--- src/rtl/usb_ep0_ctl_sched.sv ---
// EP0 control-pipe scheduler: latches SETUP, arbitrates standard/class handlers,
// forwards the IN data stage in max-packet chunks (with ZLP) and runs the status stage.
module usb_ep0_ctl_sched #(
  parameter int MAX_PKT     = 64,
  parameter int GNT_TIMEOUT = 4
) (
  input  logic        clock,
  input  logic        reset,
  input  logic        setup_valid_i,
  input  logic [7:0]  setup_type_i,
  input  logic [7:0]  setup_request_i,
  input  logic [15:0] setup_value_i,
  input  logic [15:0] setup_index_i,
  input  logic [15:0] setup_length_i,
  output logic [7:0]  ctl_xfer_type,
  output logic [7:0]  ctl_xfer_request,
  output logic [15:0] ctl_xfer_value,
  output logic [15:0] ctl_xfer_index,
  output logic [15:0] ctl_xfer_length,
  output logic        ctl_xfer_req_o,
  input  logic        std_gnt_i,
  input  logic        cls_gnt_i,
  input  logic        std_tvalid_i,
  input  logic        std_tlast_i,
  input  logic [7:0]  std_tdata_i,
  output logic        std_tready_o,
  input  logic        cls_tvalid_i,
  input  logic        cls_tlast_i,
  input  logic [7:0]  cls_tdata_i,
  output logic        cls_tready_o,
  output logic        ep0_tvalid_o,
  output logic        ep0_tlast_o,
  output logic [7:0]  ep0_tdata_o,
  output logic        ep0_tzero_o,
  input  logic        ep0_tready_i,
  input  logic        status_ack_i,
  output logic        ep0_stall_o,
  output logic        busy_o
);

  localparam int PKT_W = $clog2(MAX_PKT);
  localparam int CNT_W = $clog2(GNT_TIMEOUT) + 1;

  typedef enum logic [2:0] {
    S_IDLE, S_ABORT, S_REQ, S_DATA, S_ZLP, S_STATUS, S_STALL
  } state_t;

  state_t             state_q, state_d;
  logic [7:0]         type_q, type_d;
  logic [7:0]         request_q, request_d;
  logic [15:0]        value_q, value_d;
  logic [15:0]        index_q, index_d;
  logic [15:0]        length_q, length_d;
  logic               sel_cls_q, sel_cls_d;
  logic [CNT_W-1:0]   wait_q, wait_d;
  logic [15:0]        sent_q, sent_d;
  logic [PKT_W-1:0]   pkt_q, pkt_d;
  logic               req_q, req_d;
  logic               stall_q, stall_d;
  logic               busy_q, busy_d;

  logic       sel_tvalid, sel_tlast;
  logic [7:0] sel_tdata;
  logic       in_data, in_zlp, hs, len_done, pkt_full;

  assign sel_tvalid = sel_cls_q ? cls_tvalid_i : std_tvalid_i;
  assign sel_tlast  = sel_cls_q ? cls_tlast_i  : std_tlast_i;
  assign sel_tdata  = sel_cls_q ? cls_tdata_i  : std_tdata_i;

  assign in_data  = (state_q == S_DATA);
  assign in_zlp   = (state_q == S_ZLP);
  assign hs       = in_data & sel_tvalid & ep0_tready_i;
  // 17-bit compare so wLength=65535 never aliases
  assign len_done = (({1'b0, sent_q} + 17'd1) == {1'b0, length_q});
  assign pkt_full = (pkt_q == PKT_W'(MAX_PKT - 1));

  assign ep0_tvalid_o = (in_data & sel_tvalid) | in_zlp;
  assign ep0_tdata_o  = in_data ? sel_tdata : 8'h00;
  assign ep0_tlast_o  = in_zlp | (in_data & (pkt_full | len_done | sel_tlast));
  assign ep0_tzero_o  = in_zlp;
  assign std_tready_o = in_data & ~sel_cls_q & ep0_tready_i;
  assign cls_tready_o = in_data &  sel_cls_q & ep0_tready_i;

  assign ctl_xfer_type    = type_q;
  assign ctl_xfer_request = request_q;
  assign ctl_xfer_value   = value_q;
  assign ctl_xfer_index   = index_q;
  assign ctl_xfer_length  = length_q;
  assign ctl_xfer_req_o   = req_q;
  assign ep0_stall_o      = stall_q;
  assign busy_o           = busy_q;

  always_comb begin
    state_d   = state_q;
    type_d    = type_q;
    request_d = request_q;
    value_d   = value_q;
    index_d   = index_q;
    length_d  = length_q;
    sel_cls_d = sel_cls_q;
    wait_d    = wait_q;
    sent_d    = sent_q;
    pkt_d     = pkt_q;

    if (setup_valid_i) begin
      type_d    = setup_type_i;
      request_d = setup_request_i;
      value_d   = setup_value_i;
      index_d   = setup_index_i;
      length_d  = setup_length_i;
      wait_d    = '0;
      state_d   = (state_q == S_IDLE || state_q == S_STALL) ? S_REQ : S_ABORT;
    end else begin
      case (state_q)
        S_ABORT: begin
          state_d = S_REQ;
          wait_d  = '0;
        end
        S_REQ: begin
          if (std_gnt_i || cls_gnt_i) begin
            sel_cls_d = ~std_gnt_i;
            sent_d    = '0;
            pkt_d     = '0;
            if (length_q == 16'd0)  state_d = S_STATUS;
            else if (!type_q[7])    state_d = S_STALL;
            else                    state_d = S_DATA;
          end else if (wait_q == CNT_W'(GNT_TIMEOUT - 1)) begin
            state_d = S_STALL;
          end else begin
            wait_d = wait_q + CNT_W'(1);
          end
        end
        S_DATA: begin
          if (hs) begin
            sent_d = sent_q + 16'd1;
            pkt_d  = pkt_q + PKT_W'(1);
            // a short handler reply ending on a packet boundary needs a ZLP
            if (len_done)       state_d = S_STATUS;
            else if (sel_tlast) state_d = pkt_full ? S_ZLP : S_STATUS;
          end
        end
        S_ZLP: begin
          if (ep0_tready_i) state_d = S_STATUS;
        end
        S_STATUS: begin
          if (status_ack_i) begin
            state_d   = S_IDLE;
            sel_cls_d = 1'b0;
          end
        end
        default: ;
      endcase
    end

    req_d   = (state_d == S_REQ) || (state_d == S_DATA) ||
              (state_d == S_ZLP) || (state_d == S_STATUS);
    stall_d = (state_d == S_STALL);
    busy_d  = (state_d != S_IDLE);
  end

  always_ff @(posedge clock) begin
    if (reset) begin
      state_q   <= S_IDLE;
      type_q    <= '0;
      request_q <= '0;
      value_q   <= '0;
      index_q   <= '0;
      length_q  <= '0;
      sel_cls_q <= 1'b0;
      wait_q    <= '0;
      sent_q    <= '0;
      pkt_q     <= '0;
      req_q     <= 1'b0;
      stall_q   <= 1'b0;
      busy_q    <= 1'b0;
    end else begin
      state_q   <= state_d;
      type_q    <= type_d;
      request_q <= request_d;
      value_q   <= value_d;
      index_q   <= index_d;
      length_q  <= length_d;
      sel_cls_q <= sel_cls_d;
      wait_q    <= wait_d;
      sent_q    <= sent_d;
      pkt_q     <= pkt_d;
      req_q     <= req_d;
      stall_q   <= stall_d;
      busy_q    <= busy_d;
    end
  end

endmodule

--- config.mk ---
export PLATFORM = sky130hd
export DESIGN_NAME = usb_ep0_ctl_sched
export DESIGN_NICKNAME = d
export VERILOG_FILES = /design/src/rtl/usb_ep0_ctl_sched.sv
export SDC_FILE = /design/constraint.sdc
export NUM_CORES = 1
export LEC_CHECK = 0
export CORE_ASPECT_RATIO = 0.6
export CORE_MARGIN = 3
export CORE_UTILIZATION = 49
export DETAILED_ROUTE_END_ITERATION = 10
export PLACE_DENSITY = 0.87
export SYNTH_ARGS = -nofsm -noshare
export SYNTH_HDL_FRONTEND = slang
export SYNTH_SLANG_ARGS = --single-unit
export TNS_END_PERCENT = 5
--- constraint.sdc ---
create_clock -name clock -period 8 [get_ports clock]
set_input_delay 1.6 -clock clock [delete_from_list [all_inputs] [get_ports clock]]
set_output_delay 1.6 -clock clock [all_outputs]
set_load 0.01 [all_outputs]
==> flow_metrics.env, run 1 <==
export IMPL_cts_sinks=96
export IMPL_cts_buffer_depth=2
export IMPL_final_util_pct=72.35
export IMPL_drc_errors=0
export IMPL_yosysUniqueCellTypes=69
export IMPL_holdPathEnd="ctl_xfer_index[11]"
export IMPL_multi_input_area_mm2=0.002610
export IMPL_grt_pass1_vias=4360
export IMPL_crit_family="compound AO/OA/AOI/OAI gates"
export IMPL_rsz0062_at_grt="false"
export IMPL_start_util_pct=51.08
export IMPL_regToRegStartpoint="sent_q[0]"
export IMPL_pwr_share_comb_pct=17.7
export IMPL_num_fill_cells=688
export IMPL_synth_edff_count=0
export IMPL_timing_final_ws_setup_ps=2980
export IMPL_num_antenna_cells=0
export IMPL_synthTopCellsByArea="dfxtp_1 (40%), mux2i_1 (16%), nor2_1 (8.5%)"
export IMPL_p_sw_share_pct=26.51
export IMPL_drv_cap=0
export IMPL_fin_cells=809
export IMPL_die_y_um=82.23
export IMPL_fin_area_mm2=0.006721
export IMPL_arrival_ps=3420
export IMPL_coreArea_mm2=0.009290
export IMPL_cpMostUsedCell="o21ai_0"
export IMPL_ys_warn_count=0
export IMPL_synthFlopType="dfxtp_1"
export IMPL_yosys_area_top_type="dfxtp_1"
export IMPL_vias=4435
export IMPL_portBuffers=170
export IMPL_max_freq_mhz=199.2
export IMPL_clk_pin_slew_ps=70
export IMPL_cp_depth=9
export IMPL_synth_simple_gate_area_share_pct=21.54
export IMPL_grt_pass1_wl_um=22180
export IMPL_cts_resized=0
export IMPL_power_switching_mw=0.3004
export IMPL_seqPwrFrac_pct=46.2
export IMPL_max_slew_margin_pct=34.48
export IMPL_setup_violations=0
export IMPL_synth_nets=620
export IMPL_leakagePower_nw=2.664
export IMPL_place_gp_congestion=0.9133
export IMPL_postCtsHoldBufs=0
export IMPL_worst_path_buf_inv=1
export IMPL_final_hold_violation_count=0
export IMPL_post_route_period_util_pct=62.75
export IMPL_synth_top_family_by_area="simple AND/OR/NAND/NOR gates"
export IMPL_hold_depth=2
export IMPL_min_path_type="reg -> reg"
export IMPL_crit_path_end_kind="output port"
export IMPL_power_clock_fraction_pct=36.0
export IMPL_postRouteAntennaNets=0
export IMPL_start_kind="flip-flop"
export IMPL_crit_type="reg -> out"
export IMPL_crit_chain="ha_1 -> and4_1 -> a31oi_1 -> a311oi_2 -> o211ai_2 -> nor4_2 -> o21ai_0 -> o21ai_0 -> clkdlybuf4s50_1"
export IMPL_syn_to_final_growth_pct=41.63
export IMPL_dpl_cell_count=793
export IMPL_die_x_um=133.1
export IMPL_status="completed"
export IMPL_p_per_area_mw_per_mm2=168.6
export IMPL_syn_cell_area_mm2=0.004746
export IMPL_slew_viol_final=0
export IMPL_synth_fa_ha_area_share_pct=1.055
export IMPL_avgSynthCellArea_um2=9.040
export IMPL_cts_tree="built"
export IMPL_async_reset_ff_share_pct=0
export IMPL_seq_area_mm2=0.001922
export IMPL_synth_yosys_seq_area_share_pct=40.50
export IMPL_antenna_found_initial=0
export IMPL_ios=171
export IMPL_total_power_mw=1.133
export IMPL_fin_crit_ps=5020
export IMPL_ir_worst_vdd_v=0.0001340
export IMPL_post_dp_cell_area_mm2=0.006441
export IMPL_wire_per_inst_um=16.97
export IMPL_holdWs_ps=495.9
export IMPL_final_setup_tns_ps=0
export IMPL_clk_latency_ps=340
export IMPL_nets=769
export IMPL_htreeDepth=3
export IMPL_die_area_mm2=0.01094
export IMPL_cp_slowest_cell="clkdlybuf4s50_1"
export IMPL_hpwl_um=10140
export IMPL_ys_ff_latch=96
export IMPL_syn_inst=525
export IMPL_p_int_mw=0.8326
export IMPL_drtIter0Drc=354
export IMPL_grt_max_degree=73
export IMPL_synth_top_area_share_pct=40.50
export IMPL_root_buffer="clkbuf_16"
export IMPL_via_per_inst=5.482
export IMPL_grt_util_all_layers_pct=25.13
export IMPL_ff2ff_setup_slack_ps=5280
export IMPL_numCtsBuffers=9
export IMPL_rows=27
export IMPL_cpPeakStageDelay_ps=590
export IMPL_first_pass_iters=5
export IMPL_wirelength_um=13730
export IMPL_r2r_cells=8
export IMPL_synth_compound_area_share_pct=10.41
export IMPL_worst_pin_slew_ps=982.9
export IMPL_required_ps=6400
export IMPL_postCtsSetupBuffers=0
export IMPL_r2r_end="busy_o"
export IMPL_drive_gt1_share_pct=6.186
export IMPL_synthMuxAreaShare_pct=16.27
export IMPL_crit_fanout=9
export IMPL_place_ws_ps=3213
export IMPL_synthXorXnorAreaFrac_pct=5.721
export IMPL_overflow=0
export IMPL_hp_start="ctl_xfer_index[11]"
export IMPL_skew_ps=5.039
metal layers:
layer  up-vias  track usage [%]  wire length (um)
met5         -                0                 0
met4         0            5.913               113
met3        17            10.05              1504
met2       221            39.83              6216
met1      2071            32.51              5891
li1       2126                -                 -
worst max-delay path by stage:
stage / startpoint / to / slack, ps
3_5_place_dp: std_tlast_i / ep0_tlast_o / 3210
2_1_floorplan: cls_tlast_i / ep0_tlast_o / 4240
5_1_grt: sent_q[0] / ep0_tlast_o / 2760
3_3_place_gp: cls_tlast_i / ep0_tlast_o / 3330
6_report: sent_q[0] / ep0_tlast_o / 2980
4_1_cts: sent_q[0] / ep0_tlast_o / 3040
registers in the layout (all words and copies together) (netlist names):
register	flops
ep0_stall_o	1
sent_q	16
wait_q	3
ctl_xfer_type	8
state_q	3
busy_o	1
pkt_q	6
ctl_xfer_length	16
ctl_xfer_request	8
ctl_xfer_index	16
sel_cls_q	1
ctl_xfer_req_o	1
ctl_xfer_value	16
cell type report:
cell class / count / area share, %
clock buffer: 10 / 3.407
tap: 130 / 2.420
clock inverter: 6 / 0.7632
timing repair buffer: 173 / 25.54
inverter: 8 / 0.4468
multi-input combinational: 386 / 38.83
sequential: 96 / 28.59
logic make-up (layout without fill, tap and decap cells):
logic type	count (synthesis)	in the layout
xor gates and xnor gates	31	31
buffers and inverters	43	197
DFF	96	96
adders and majority gates	4	4
AOI/OAI and AO/OA	65	65
muxes	77	77
and+or+nand+nor	209	209
synthesized netlist by cell type (all sizes together), types with 2 or more instances:
library cell	number
xnor2	10
nor2	108
xor2	21
inv	8
nand4	9
or2	2
and4	6
a21oi	11
a211o	2
nor3b	2
nand3	16
ha	4
o31ai	2
o21a	2
a21o	2
mux2i	76
a211oi	4
o22ai	3
and3b	2
nor3	3
o21ai	12
nand2b	5
clkbuf	17
nand2	25
o211ai	4
nor4	7
buf	18
a22oi	3
and3	9
o21bai	3
a31oi	2
o32ai	2
and2	6
dfxtp	96
nor2b	6
tightest hold or removal path, stage by stage, from the launching register on:
cell	delay [ps]
dfxtp_1	320
mux2i_1	60
nor2_1	80
power groups by stage:
| stage | Clock, mW | Combinational, mW | Sequential, mW |
|---|---|---|---|
| 3_3_place_gp | 0 | 0.195 | 0.532 |
| 6_report | 0.408 | 0.201 | 0.523 |
| 3_5_place_dp | 0 | 0.200 | 0.533 |
| 5_1_grt | 0.435 | 0.218 | 0.527 |
| 2_1_floorplan | 0 | 0.0875 | 0.536 |
| 4_1_cts | 0.415 | 0.202 | 0.523 |
layout by cell type, fill, tap and decap left out, types with 4 or more instances in the layout:
cell / netlist / final
nor2_1: 108 / 108
nand4_1: 9 / 9
and4_1: 4 / 4
xor2_1: 21 / 21
a211oi_1: 4 / 4
and2_1: 4 / 4
nor2b_1: 6 / 6
nor4_1: 5 / 5
buf_4: 1 / 4
inv_1: 8 / 8
nand2b_1: 5 / 5
a21oi_1: 11 / 11
clkbuf_16: 0 / 9
ha_1: 4 / 4
xnor2_1: 10 / 10
nand3_1: 16 / 16
nand2_1: 25 / 25
dfxtp_1: 96 / 96
and3_1: 7 / 7
mux2i_1: 76 / 76
o21ai_0: 11 / 11
clkdlybuf4s50_1: 0 / 168
(Power assumes the default switching activity.)
==> run 2: changes to the inputs <==
Settings changed: CORE_UTILIZATION 49 to 41, PLACE_DENSITY 0.87 to 0.77.
Clock period 8 ns to 4.5 ns, I/O delays scaled along.
==> run 2 against run 1 <==
Die area grew 18%. First-iteration DRC count shrank 7.1%. Worst hold slack lost 5.4 ps. Count of clock-buffer cells in the layout is the same. Non-clock buffer count is the same. Sequential power grew 78%.
==> flow_metrics.env, run 2 (synthesis results as in run 1) <==
export IMPL_drc_errors=0
export IMPL_final_hold_violation_count=0
export IMPL_slew_viol_final=0
export IMPL_rsz0062_at_grt="false"
export IMPL_final_common_cell="clkdlybuf4s50_1"
export IMPL_post_dp_cell_area_mm2=0.006472
export IMPL_drive_gt1_share_pct=6.333
export IMPL_crit_path_end_kind="output port"
export IMPL_p_sw_share_pct=26.84
export IMPL_p_per_area_mw_per_mm2=303.5
export IMPL_drv_cap=0
export IMPL_numCtsBuffers=9
export IMPL_layout_common_cells="clkdlybuf4s50_1 (168), nor2_1 (108), dfxtp_1 (96)"
export IMPL_start_util_pct=43.45
export IMPL_status="completed"
export IMPL_ir_worst_vdd_v=0.0002294
export IMPL_clk_latency_ps=340
export IMPL_postRouteAntennaNets=0
export IMPL_die_y_um=89.34
export IMPL_ff2ff_setup_slack_ps=1710
export IMPL_max_freq_mhz=235.4
export IMPL_die_x_um=144.9
export IMPL_fin_crit_ps=4247
export IMPL_dpl_cell_count=818
export IMPL_first_pass_iters=4
export IMPL_portBuffers=170
export IMPL_overflow=0
export IMPL_hpwl_um=10230
export IMPL_fin_cells=834
export IMPL_via_per_inst=5.288
export IMPL_setup_violations=0
export IMPL_r2r_end="busy_o"
export IMPL_hold_depth=2
export IMPL_seqPwrFrac_pct=45.2
export IMPL_clk_pin_slew_ps=70
export IMPL_final_setup_tns_ps=0
export IMPL_p_int_mw=1.503
export IMPL_num_antenna_cells=0
export IMPL_leakagePower_nw=2.682
export IMPL_place_gp_congestion=0.9843
export IMPL_postCtsHoldBufs=0
export IMPL_min_path_type="reg -> reg"
export IMPL_antenna_found_initial=0
export IMPL_grt_pass1_vias=4445
export IMPL_power_switching_mw=0.5515
export IMPL_regToRegStartpoint="sent_q[0]"
export IMPL_r2r_cells=8
export IMPL_grt_util_all_layers_pct=21.26
export IMPL_arrival_ps=3350
export IMPL_required_ps=3600
export IMPL_pwr_share_comb_pct=17.4
export IMPL_root_buffer="clkbuf_16"
export IMPL_wire_per_inst_um=16.40
export IMPL_max_slew_margin_pct=26.96
export IMPL_start_kind="flip-flop"
export IMPL_grt_pass1_wl_um=21800
export IMPL_htreeDepth=3
export IMPL_worst_pin_slew_ps=1096
export IMPL_nets=769
export IMPL_cts_resized=0
export IMPL_die_area_mm2=0.01294
export IMPL_cts_sinks=96
export IMPL_rows=29
export IMPL_drtIter0Drc=329
export IMPL_wirelength_um=13680
export IMPL_fin_area_mm2=0.006770
export IMPL_cts_buffer_depth=2
export IMPL_syn_to_final_growth_pct=42.66
export IMPL_crit_fanout=9
export IMPL_cts_tree="built"
export IMPL_final_util_pct=61.99
export IMPL_coreArea_mm2=0.01092
export IMPL_grt_max_degree=68
export IMPL_skew_ps=7.036
export IMPL_vias=4410
export IMPL_hp_start="ctl_xfer_index[5]"
export IMPL_power_clock_fraction_pct=37.4
export IMPL_holdPathEnd="ctl_xfer_index[5]"
export IMPL_crit_type="reg -> out"
export IMPL_post_route_period_util_pct=94.38
export IMPL_num_fill_cells=886
export IMPL_postCtsSetupBuffers=0
export IMPL_ios=171
run 2: cell types whose count changed in the layout (fill, tap and decap cells not counted):
cell        previous run  this run
clkinvlp_4             3         1
inv_8                  1         3
clkbuf_1               1         0
clkbuf_8               0         1
run 2: cell type report:
class	instances	area [um^2]	share of cell area (%)
multi-input cells	386	2610	38.55
clock buffers	10	239.0	3.530
flip-flops and latches	96	1922	28.39
clock inverters	6	58.81	0.8686
well taps	155	193.9	2.865
inverters	8	30.03	0.4435
repair buffers	173	1717	25.36
run 2: stage by stage:
stage               setup WS [ps]  power, mW  hold slack [ps]
floorplan                    1497      1.108            472.2
global placement            782.4      1.296            471.4
detailed placement          639.7      1.305            480.5
CTS                         284.9      2.075            497.4
global route                68.32      2.150            525.7
finish                      252.7      2.055            490.5
run 2: critical path: stages (launching register included):
cell             delay (ps)
dfxtp_1                 450
ha_1                    330
and4_1                  440
a31oi_1                 150
a311oi_2                250
o211ai_2                190
nor4_2                  410
o21ai_0                 120
o21ai_0                  90
clkdlybuf4s50_1         580
run 2: how the worst max path moves through the flow:
| stage | from | end | slack [ps] | cells past startpoint |
|---|---|---|---|---|
| 5_1_grt | sent_q[0] | ep0_tlast_o | 70 | 9 |
| 3_5_place_dp | sent_q[0] | ep0_tlast_o | 640 | 9 |
| 2_1_floorplan | sent_q[0] | ep0_tlast_o | 1500 | 9 |
| 6_report | sent_q[0] | ep0_tlast_o | 250 | 9 |
| 4_1_cts | sent_q[0] | ep0_tlast_o | 280 | 9 |
| 3_3_place_gp | sent_q[0] | ep0_tlast_o | 780 | 9 |
run 2: power by group through the flow:
stage	Clock [mW]	Sequential, mW	Combinational (mW)
2_1_floorplan	0	0.952	0.156
3_3_place_gp	0	0.946	0.350
3_5_place_dp	0	0.948	0.357
4_1_cts	0.787	0.929	0.359
5_1_grt	0.827	0.936	0.387
6_report	0.769	0.929	0.357
run 2: per-layer routing:
layer | global-route usage (%) | wire length, um | up-vias
met5 | 0 | 0 | -
met4 | 6.012 | 181 | 0
met3 | 8.071 | 1379 | 18
met2 | 32.23 | 6029 | 205
met1 | 28.46 | 6085 | 2066
li1 | - | - | 2121
